==> src/rtl/input_frame_loader_if.sv <==
// Bus bundle for input_frame_loader: frame/pixel command handshakes, load
// status, input SRAM write port and convolution engine start/busy.
// Handshake rule: a transfer happens on a rising clk edge where valid and
// ready are both high; the master holds valid and its payload stable until
// that edge, and ready may depend on loader state but never on valid.
interface input_frame_loader_if;
  logic        frame_valid;
  logic        frame_ready;
  logic [6:0]  frame_n;
  logic        pix_valid;
  logic        pix_ready;
  logic [7:0]  pix_data;
  logic        load_finish;
  logic        load_busy;
  logic        load_done;
  logic        load_err;
  logic        input_sram_write_enable;
  logic [11:0] input_sram_write_addresss;
  logic [15:0] input_sram_write_data;
  logic        dut_run;
  logic        dut_busy;

  modport master (
    output frame_valid, frame_n, pix_valid, pix_data, load_finish, dut_busy,
    input  frame_ready, pix_ready, load_busy, load_done, load_err,
    input  input_sram_write_enable, input_sram_write_addresss,
    input  input_sram_write_data, dut_run
  );

  modport slave (
    input  frame_valid, frame_n, pix_valid, pix_data, load_finish, dut_busy,
    output frame_ready, pix_ready, load_busy, load_done, load_err,
    output input_sram_write_enable, input_sram_write_addresss,
    output input_sram_write_data, dut_run
  );
endinterface

==> src/rtl/input_frame_loader.sv <==
// input_frame_loader: packs a list of square signed-byte frames into the
// input SRAM as {header N, pixel words {hi,lo}...} per frame, closed by a
// 0xFFFF terminator. Optional macro LOADER_AUTORUN_EN: after the terminator
// pulse dut_run and wait for the engine's busy high/low before load_done.
// state_o exposes the FSM state (IDLE=0 HDR=1 PIX=2 TERM=3 RUN=4 WAIT_HI=5
// WAIT_LO=6).
module input_frame_loader (
  input  logic                 clk,
  input  logic                 reset_b,
  input_frame_loader_if.slave  bus,
  output logic [2:0]           state_o
);

  typedef enum logic [2:0] {
    S_IDLE    = 3'd0,
    S_HDR     = 3'd1,
    S_PIX     = 3'd2,
    S_TERM    = 3'd3
`ifdef LOADER_AUTORUN_EN
    ,
    S_RUN     = 3'd4,
    S_WAIT_HI = 3'd5,
    S_WAIT_LO = 3'd6
`endif
  } state_t;

  state_t      state_q, state_d;
  logic [11:0] wr_ptr_q, wr_ptr_d;
  logic [11:0] cnt_q, cnt_d;          // pixel byte index inside the frame
  logic [11:0] last_idx_q, last_idx_d; // N*N-1
  logic        last_q, last_d;        // final pixel word is being written
  logic [7:0]  hi_q, hi_d;            // even-index byte awaiting its partner
  logic        we_q, we_d;
  logic [11:0] addr_q, addr_d;
  logic [15:0] data_q, data_d;
  logic        done_q, done_d;
  logic        err_q, err_d;

  // Frame command admission: even N in 4..64 with room for header, pixel
  // words and a terminator. Range gating keeps the 13-bit sum from wrapping.
  logic [12:0] n13, sq_in, need;
  logic [11:0] half_in;
  logic        frame_ok;
  assign n13      = {6'b0, bus.frame_n};
  assign sq_in    = n13 * n13;
  assign half_in  = sq_in[12:1];
  assign need     = {1'b0, wr_ptr_q} + {1'b0, half_in} + 13'd2;
  assign frame_ok = !bus.frame_n[0] && (bus.frame_n >= 7'd4) &&
                    (bus.frame_n <= 7'd64) && (need <= 13'd4096);

`ifndef LOADER_AUTORUN_EN
  logic unused_busy;
  assign unused_busy = bus.dut_busy;
`endif

  // State and datapath registers with synchronous reset
  always_ff @(posedge clk) begin
    if (reset_b) begin
      state_q    <= S_IDLE;
      wr_ptr_q   <= '0;
      cnt_q      <= '0;
      last_idx_q <= '0;
      last_q     <= 1'b0;
      hi_q       <= '0;
      we_q       <= 1'b0;
      addr_q     <= '0;
      data_q     <= '0;
      done_q     <= 1'b0;
      err_q      <= 1'b0;
    end else begin
      state_q    <= state_d;
      wr_ptr_q   <= wr_ptr_d;
      cnt_q      <= cnt_d;
      last_idx_q <= last_idx_d;
      last_q     <= last_d;
      hi_q       <= hi_d;
      we_q       <= we_d;
      addr_q     <= addr_d;
      data_q     <= data_d;
      done_q     <= done_d;
      err_q      <= err_d;
    end
  end

  // Next state and next datapath values; writes are staged one cycle ahead
  always_comb begin
    state_d    = state_q;
    wr_ptr_d   = wr_ptr_q;
    cnt_d      = cnt_q;
    last_idx_d = last_idx_q;
    last_d     = last_q;
    hi_d       = hi_q;
    we_d       = 1'b0;
    addr_d     = addr_q;
    data_d     = data_q;
    done_d     = 1'b0;
    err_d      = 1'b0;
    case (state_q)
      S_IDLE: begin
        if (bus.frame_valid) begin
          if (frame_ok) begin
            state_d    = S_HDR;
            we_d       = 1'b1;
            addr_d     = wr_ptr_q;
            data_d     = {9'b0, bus.frame_n};
            wr_ptr_d   = wr_ptr_q + 12'd1;
            cnt_d      = '0;
            last_idx_d = sq_in[11:0] - 12'd1;
            last_d     = 1'b0;
          end else begin
            err_d = 1'b1;
          end
        end else if (bus.load_finish) begin
          state_d = S_TERM;
          we_d    = 1'b1;
          addr_d  = wr_ptr_q;
          data_d  = 16'hFFFF;
        end
      end
      S_HDR: state_d = S_PIX;
      S_PIX: begin
        if (last_q) begin
          state_d = S_IDLE;
          last_d  = 1'b0;
        end else if (bus.pix_valid) begin
          cnt_d = cnt_q + 12'd1;
          if (!cnt_q[0]) begin
            hi_d = bus.pix_data;
          end else begin
            we_d     = 1'b1;
            addr_d   = wr_ptr_q;
            data_d   = {hi_q, bus.pix_data};
            wr_ptr_d = wr_ptr_q + 12'd1;
            if (cnt_q == last_idx_q) last_d = 1'b1;
          end
        end
      end
`ifdef LOADER_AUTORUN_EN
      S_TERM:    state_d = S_RUN;
      S_RUN:     state_d = S_WAIT_HI;
      S_WAIT_HI: if (bus.dut_busy) state_d = S_WAIT_LO;
      S_WAIT_LO: begin
        if (!bus.dut_busy) begin
          state_d  = S_IDLE;
          done_d   = 1'b1;
          wr_ptr_d = '0;
        end
      end
`else
      S_TERM: begin
        state_d  = S_IDLE;
        done_d   = 1'b1;
        wr_ptr_d = '0;
      end
`endif
      default: state_d = S_IDLE;
    endcase
  end

  // Handshake readiness, status and engine start decoded from state
  always_comb begin
    bus.frame_ready = (state_q == S_IDLE);
    bus.pix_ready   = (state_q == S_PIX) && !last_q;
    bus.load_busy   = (state_q != S_IDLE);
`ifdef LOADER_AUTORUN_EN
    bus.dut_run     = (state_q == S_RUN);
`else
    bus.dut_run     = 1'b0;
`endif
    state_o         = state_q;
  end

  assign bus.input_sram_write_enable   = we_q;
  assign bus.input_sram_write_addresss = addr_q;
  assign bus.input_sram_write_data     = data_q;
  assign bus.load_done                 = done_q;
  assign bus.load_err                  = err_q;

endmodule

==> src/flat_wrapper.sv <==
// flat-port wrapper written by rule: the top's interface ports become plain ports
module input_frame_loader_flat 
  (clk, reset_b, state_o, bus_frame_valid, bus_frame_n, bus_pix_valid, bus_pix_data, bus_load_finish, bus_dut_busy, bus_frame_ready, bus_pix_ready, bus_load_busy, bus_load_done, bus_load_err, bus_input_sram_write_enable, bus_input_sram_write_addresss, bus_input_sram_write_data, bus_dut_run);
  input_frame_loader_if bus_i ();
  input  logic clk;
  input  logic reset_b;
  output logic [2:0] state_o;
  input wire logic [$bits(bus_i.frame_valid)-1:0] bus_frame_valid;
  input wire logic [$bits(bus_i.frame_n)-1:0] bus_frame_n;
  input wire logic [$bits(bus_i.pix_valid)-1:0] bus_pix_valid;
  input wire logic [$bits(bus_i.pix_data)-1:0] bus_pix_data;
  input wire logic [$bits(bus_i.load_finish)-1:0] bus_load_finish;
  input wire logic [$bits(bus_i.dut_busy)-1:0] bus_dut_busy;
  output wire logic [$bits(bus_i.frame_ready)-1:0] bus_frame_ready;
  output wire logic [$bits(bus_i.pix_ready)-1:0] bus_pix_ready;
  output wire logic [$bits(bus_i.load_busy)-1:0] bus_load_busy;
  output wire logic [$bits(bus_i.load_done)-1:0] bus_load_done;
  output wire logic [$bits(bus_i.load_err)-1:0] bus_load_err;
  output wire logic [$bits(bus_i.input_sram_write_enable)-1:0] bus_input_sram_write_enable;
  output wire logic [$bits(bus_i.input_sram_write_addresss)-1:0] bus_input_sram_write_addresss;
  output wire logic [$bits(bus_i.input_sram_write_data)-1:0] bus_input_sram_write_data;
  output wire logic [$bits(bus_i.dut_run)-1:0] bus_dut_run;
  assign bus_i.frame_valid = bus_frame_valid;
  assign bus_i.frame_n = bus_frame_n;
  assign bus_i.pix_valid = bus_pix_valid;
  assign bus_i.pix_data = bus_pix_data;
  assign bus_i.load_finish = bus_load_finish;
  assign bus_i.dut_busy = bus_dut_busy;
  assign bus_frame_ready = bus_i.frame_ready;
  assign bus_pix_ready = bus_i.pix_ready;
  assign bus_load_busy = bus_i.load_busy;
  assign bus_load_done = bus_i.load_done;
  assign bus_load_err = bus_i.load_err;
  assign bus_input_sram_write_enable = bus_i.input_sram_write_enable;
  assign bus_input_sram_write_addresss = bus_i.input_sram_write_addresss;
  assign bus_input_sram_write_data = bus_i.input_sram_write_data;
  assign bus_dut_run = bus_i.dut_run;
  input_frame_loader u_core (.clk(clk), .reset_b(reset_b), .bus(bus_i), .state_o(state_o));
endmodule
==> config.mk <==
export PLATFORM = sky130hd
export DESIGN_NAME = input_frame_loader_flat
export DESIGN_NICKNAME = d
export VERILOG_FILES = /design/src/rtl/input_frame_loader_if.sv /design/src/rtl/input_frame_loader.sv /design/src/flat_wrapper.sv
export SDC_FILE = /design/constraint.sdc
export NUM_CORES = 1
export LEC_CHECK = 0
export BUFFER_PORTS_ARGS = -buffer_cell sky130_fd_sc_hd__buf_2
export CAP_MARGIN = 20
export CORE_MARGIN = 2
export CORE_UTILIZATION = 54
export CTS_CLUSTER_SIZE = 40
export DETAILED_ROUTE_END_ITERATION = 6
export GPL_ROUTABILITY_DRIVEN = 0
export MAX_ROUTING_LAYER = met4
export PLACE_DENSITY = 0.77
export SYNTH_ARGS = -nofsm -noshare
export SYNTH_HDL_FRONTEND = slang
export SYNTH_SLANG_ARGS = --single-unit
export TNS_END_PERCENT = 50
==> constraint.sdc <==
create_clock -name clk -period 6.3 [get_ports clk]
set_input_delay 0 -clock clk [delete_from_list [all_inputs] [get_ports clk]]
set_output_delay 0 -clock clk [all_outputs]
set_load 0.05 [all_outputs]
# Yosys cells after proc, flatten, opt, wreduce, memory -nomap -nowiden
# Cells that the tools add are included.
dict set report totals {
  ff_bits 79
  elab_cells 100
  output_inout_bits 38
  in_bits 21
}
dict set report classes {
  bitwise_logic 4
  add_sub_neg 5
  mul 1
  muxes 46
  n_eq_ne 12
  n_reduce_logical 18
  n_lt_le_gt_ge 3
}
# op count
set ops {}
lappend ops {{$mux W12} 15}
lappend ops {{$mux W16} 6}
lappend ops {{$pmux W12 S2} 2}
lappend ops {{$pmux W12 S3} 1}
lappend ops {{$pmux W16 S2} 1}
lappend ops {{$add A12 B1 Y12 const B} 2}
lappend ops {{$mux W1} 14}
lappend ops {{$add A12 B12 Y13} 1}
lappend ops {{$add A13 B2 Y13 const B} 1}
lappend ops {{$le A13 B13 Y1 const B} 1}
lappend ops {{$mul A7 B7 Y13} 1}
lappend ops {{$eq A12 B12 Y1} 1}
lappend ops {{$mux W3} 4}
lappend ops {{$reduce_and A6 Y1} 2}
lappend ops {{$sub A12 B1 Y12 const B} 1}
lappend ops {{$pmux W3 S3} 1}
lappend ops {{$reduce_and A3 Y1} 3}
lappend ops {{$ge A7 B3 Y1 const B} 1}
lappend ops {{$le A7 B7 Y1 const B} 1}
lappend ops {{$eq A3 B2 Y1 const B} 2}
lappend ops {{$ne A2 B1 Y1 const B} 3}
lappend ops {{$ne A2 B2 Y1 const B} 3}
lappend ops {{$reduce_bool A3 Y1} 2}
lappend ops {{$reduce_and A5 Y1} 1}
lappend ops {{11 further kinds} 19}

# Depth between registers and ports, before layout
dict set report logic_depth {
  word_depth 8
  mapped_depth 30
  ltp_nobuf 27
}

# Worst setup path after synthesis
# OpenSTA, ideal clock, no wires.
dict set report synth_timing {
  kind {input to register}
  startpoint {in bus_frame_n[1]}
  endpoint {reg u_core.addr_q[10] (netlist: u_core.bus.input_sram_write_addresss[10])}
  setup_time_ns 0.128
  cell_stages 30
  path_buffers 3
  setup_slack_ns -0.302
  arrival_ns 6.475
  t_required_ns 6.172
  path_cell_list {clkbuf_1 -> nand2_1 -> xor2_1 -> ha_1 -> inv_1 -> fa_1 -> inv_1 -> fa_1 -> inv_1 -> fa_1 -> inv_1 -> ha_1 -> and4_1 -> a221o_1 -> o41ai_2 -> o21bai_1 -> a21oi_1 -> xnor2_1 -> ha_1 -> ha_1 -> nand2_1 -> o21ai_0 -> a311oi_1 -> a2111oi_2 -> nand3_1 -> a41oi_2 -> buf_4 -> buf_8 -> mux2i_1 -> nor2_1}
}
dict set report synth_between {
  elab_chain_cells 7
  elab_cells_between_ends 11
  cone_classes {add/sub (2); mul (1); order compare (3); eq/ne (1); reduce/logical (4)}
}
# element line_no
set synth_rtl {}
lappend synth_rtl {{from (decl)} flat_wrapper.sv:9} ;# input wire logic [$bits(bus_i.frame_n)-1:0] bus_frame_n;
lappend synth_rtl {{$mul A7 B7 Y13} input_frame_loader.sv:45} ;# assign sq_in = n13 * n13;
lappend synth_rtl {{$add A12 B12 Y13} input_frame_loader.sv:47} ;# assign need = {1'b0, wr_ptr_q} + {1'b0, half_in} + 13'd2;
lappend synth_rtl {{$add A13 B2 Y13} input_frame_loader.sv:47}
lappend synth_rtl {{$le A13 B13 Y1} input_frame_loader.sv:49} ;# (bus.frame_n <= 7'd64) && (need <= 13'd4096);
lappend synth_rtl {{$logic_and A1 B1 Y1 (*)} input_frame_loader.sv:49}
lappend synth_rtl {{$ne A3 B2 Y1 (no line) (*)} -}
lappend synth_rtl {{$reduce_and A6 Y1 (no line) (*)} -}
lappend synth_rtl {{to (signal assigned)} input_frame_loader.sv:78} ;# addr_q <= addr_d;
lappend synth_rtl {{to (decl)} input_frame_loader.sv:34} ;# logic [11:0] addr_q, addr_d;
# Mark *: on every way between the ends. The rest lies on a longest branch, timed or not.
# A chain may end at the register's enable or synchronous reset.

# Worst setup path in the final report
dict set report layout_timing {
  startpoint {in bus_frame_n[6]}
  endpoint {reg u_core.addr_q[0] (netlist: u_core.bus.input_sram_write_addresss[0])}
}
# Same word-level chain as after synthesis.

==> summary.txt <==
Timing
  – RSZ-0062 raised after global routing: yes
  – Final min period: approximately 6 ns
  – Max transition margin: 0.4041
  – Min Hold Slack: between 0.03 and 0.04 ns
  – Final Max Slew Viols: 0
  – Max Freq: ~0.16 GHz
  – Least-Margin Pin Slew: about 0.89 ns
  – Setup Viol. Count Final: 0
  – Crit share post-route: 0.9712
  – Clock skew: 0.01917 ns
  – Setup TNS: 0 ns
  – Fin. Hold Viols: 0

Critical path
  – Crit Path Max Fanout: 5
  – CP Class: in2reg
  – Worst r2r src: u_core.wr_ptr_q[2]$_SDFFE_PP0P_
  – Setup crit start: bus_frame_n[6]
  – Crit path DAT: approximately 6.3 ns
  – RR Endpoint: u_core.bus.input_sram_write_addresss[0]$_SDFFE_PP0P_
  – CP Capture Type: flop
  – WP depth: 30
  – Slowest stage cell, crit path: fa_1
  – CP peak stage delay: ~0.52 ns
  – WP data required: ~6.5 ns
  – Startpoint Class: input pin
  – CP bufs+invs: 8
  – CP delay by family, top: adder cells
  – Reg2Reg Depth: 14
  – R2r setup slk: 2.63 ns

Logic synthesis
  – Unique cell type count in the Yosys netlist: 70
  – Sequential area share after synthesis: 0.2793
  – Prevailing post-synth register cell: dfxtp_1
  – Post-Syn Area: 5519 um^2
  – Cell accounting for the most synthesized area: dfxtp_1
  – Area contributors post-synth: dfxtp_1, ha_1, nor2_1
  – Yosys reg bits: 77
  – Number of enable flip-flop cells after synthesis: 0
  – Yosys Warn Count: 0
  – Asr flop ratio synth: 0
  – Post-Synthesis Cells: 646
  – Syn Area/Cell: 8.543 um^2
  – Share of the synthesized area in the top cell type: 0.2793

Power
  – Flop pwr share: 0.253
  – Peak supply drop: about 0.00017 V
  – LEAKAGE: ~3.2 nW
  – P per Cell Area: ~300 nW/um^2
  – Switching share of power: 0.4148
  – Switching power of the nets: between 0.8 and 0.9 mW
  – Combinational power share: 0.552
  – Clock power frac: 0.195
  – Post-layout power: approximately 2.1 mW
  – Int Power: 1.218 mW

Floorplan
  – Starting density of the core: 0.5595
  – Die width: 105.1 um
  – Die Area: approximately 11000 um^2
  – Standard-cell row count: 36
  – Core ar.: around 9900 um^2
  – Io pins: 59
  – Die span in y: 105.1 um

Hold path
  – Hold path startpoint: bus_frame_valid
  – Hold path cells: 3
  – Endpoint, Worst Hold: u_core.bus.load_err$_SDFF_PP0_
  – Worst Hold Class: in2reg

Final layout
  – Layout cells sized above 1: 0.2604
  – Final core occ: 0.7078
  – P&R area growth vs syn: 26.50%
  – Final Non-Filler Cells: approximately 900
  – Final net count: about 850
  – Ant diodes: 0

Global route
  – Total gr overflow: 0
  – Vias in the first global route: ~5000
  – Largest net degree at the start of global routing: 61
  – First-pass GRT wire length: ~24000 um
  – Antenna violations before repair: 0
  – Total track usage: 0.2704

Run status
  – Outcome: completed

Drt
  – DRC viols: 0
  – Pre-antenna DRT Iters: 7
  – WL final: between 15000 and 20000 um
  – Wire per inst: between 15 and 20 um
  – Via density: around 5.9
  – ANT nets after route: 0
  – Via count: roughly 5400
  – Starting DRC count in detailed routing: 302

Placement
  – Post-DP HPWL: about 11000 um
  – Cell count after placement: just under 900
  – PortBufs: 55

Clock network
  – Worst-case clock buffer depth: 2
  – Worst-path clk slew: 0.10 ns
  – Worst-Skew Late Latency: 0.37 ns
  – CTS Sinks: a little under 80
  – H-tree levels: 3
  – Inserted Clock Buffers: 9
  – CTS tree: yes
  – Root cell of the clock tree: clkbuf_8

Run
  – Max Cap Viol: 0
## worst reg2reg max path, stage by stage (launching register included)
cell and delay (ns):
dfxtp_1 0.48, ha_1 0.29, ha_1 0.24, fa_1 0.44
xor2_1 0.19, nor4_1 0.30, o2111ai_1 0.19, nor4b_2 0.27
buf_4 0.18, nand3_2 0.10, a41oi_4 0.28, buf_6 0.16
buf_12 0.13, mux2i_2 0.22, nor2_1 0.07
## synth_stat cells (14+ instances only)
library cell	count
xor2_1	16
mux2i_1	34
nand2b_1	17
ha_1	48
a31oi_1	14
nor2_1	105
nand2_1	37
dfxtp_1	77
inv_1	42
clkbuf_1	14
nand3_1	15
a21oi_1	32
xnor2_1	22
## layer usage
| layer | up-vias | global-route usage | routed length, um |
|---|---|---|---|
| met5 | - | - | 0 |
| met4 | 0 | 0.08095 | 432 |
| met3 | 41 | 0.04117 | 786 |
| met2 | 212 | 0.4564 | 7942 |
| met1 | 2605 | 0.3341 | 6480 |
| li1 | 2522 | - | - |
## through the flow
stage | setup slack (ns) | cell area (um^2)
global placement | -0.1340 | 6324
detailed placement | -0.2978 | 6324
floorplan | 0.05414 | 5565
finish | 0.1811 | 6982
global route | -0.08241 | 6982
CTS | 0.08970 | 6615
## registers in the layout, summed over array words and instances, names as in the netlist
signal and flops:
u_core.bus.input_sram_write_addresss 12, u_core.bus.input_sram_write_data 16, u_core.bus.input_sram_write_enable 1, u_core.bus.load_done 1, u_core.bus.load_err 1, u_core.cnt_q 12, u_core.hi_q 8, u_core.last_idx_q 11
u_core.last_q 1, u_core.state_o 2, u_core.wr_ptr_q 12
## kinds of logic after synthesis
group                      Yosys count  synth area share
and+or+nand+nor                    238            0.2113
AOI/OAI and AO/OA                  125            0.1709
DFF                                 77            0.2793
buffers and inverters               72           0.05985
adders and majority gates           61            0.1560
xor gates and xnor gates            38           0.06030
muxes                               34           0.06166
other                                1         0.0006795
## placed cells by master (no fill, tap or decap), types with 11 or more instances in the layout
| cell | n |
|---|---|
| a21oi_1 | 27 |
| a31oi_1 | 14 |
| buf_2 | 49 |
| buf_4 | 64 |
| dfxtp_1 | 77 |
| fa_1 | 13 |
| ha_1 | 45 |
| inv_1 | 39 |
| mux2i_1 | 33 |
| nand2_1 | 34 |
| nand2b_1 | 17 |
| nand3_1 | 14 |
| nand4_1 | 11 |
| nor2_1 | 100 |
| o211ai_1 | 13 |
| xnor2_1 | 20 |
| xor2_1 | 15 |
## power groups by stage
stage | clock, mW | combinational (mW) | sequential (mW)
final | 0.405 | 1.15 | 0.527
after floorplan | 0 | 0.641 | 0.583
after CTS | 0.406 | 1.02 | 0.526
after global placement | 0 | 0.970 | 0.536
after detailed placement | 0 | 1.01 | 0.537
after global routing | 0.426 | 1.24 | 0.530
## area by class of cell
| class | count | area (um^2) |
|---|---|---|
| sequential | 77 | 1541 |
| multi-input combinational | 498 | 3841 |
| clock buffer | 9 | 123.9 |
| timing repair buffer | 136 | 1045 |
| inverter | 45 | 176.4 |
| clock inverter | 7 | 87.58 |
| fill | 718 | 2883 |
| tap | 133 | 166.4 |
## what timing repair did
action	CTS	global route
setup endpoints to repair	0	66
resized for setup	0	53
buffers inserted	0	12
hold buffers	8	0
hold endpoints to repair	9	0
## worst max-delay path by stage
stage,to,slack [ns]
5_1_grt,u_core.bus.input_sram_write_addresss[10]$_SDFFE_PP0P_,-0.08
3_3_place_gp,u_core.bus.input_sram_write_addresss[5]$_SDFFE_PP0P_,-0.13
2_1_floorplan,u_core.bus.input_sram_write_addresss[10]$_SDFFE_PP0P_,0.05
3_5_place_dp,u_core.bus.input_sram_write_data[0]$_SDFFE_PP0P_,-0.30
4_1_cts,u_core.bus.input_sram_write_addresss[11]$_SDFFE_PP0P_,0.09
6_report,u_core.bus.input_sram_write_addresss[0]$_SDFFE_PP0P_,0.18
Power figures use the tool's default switching activity.
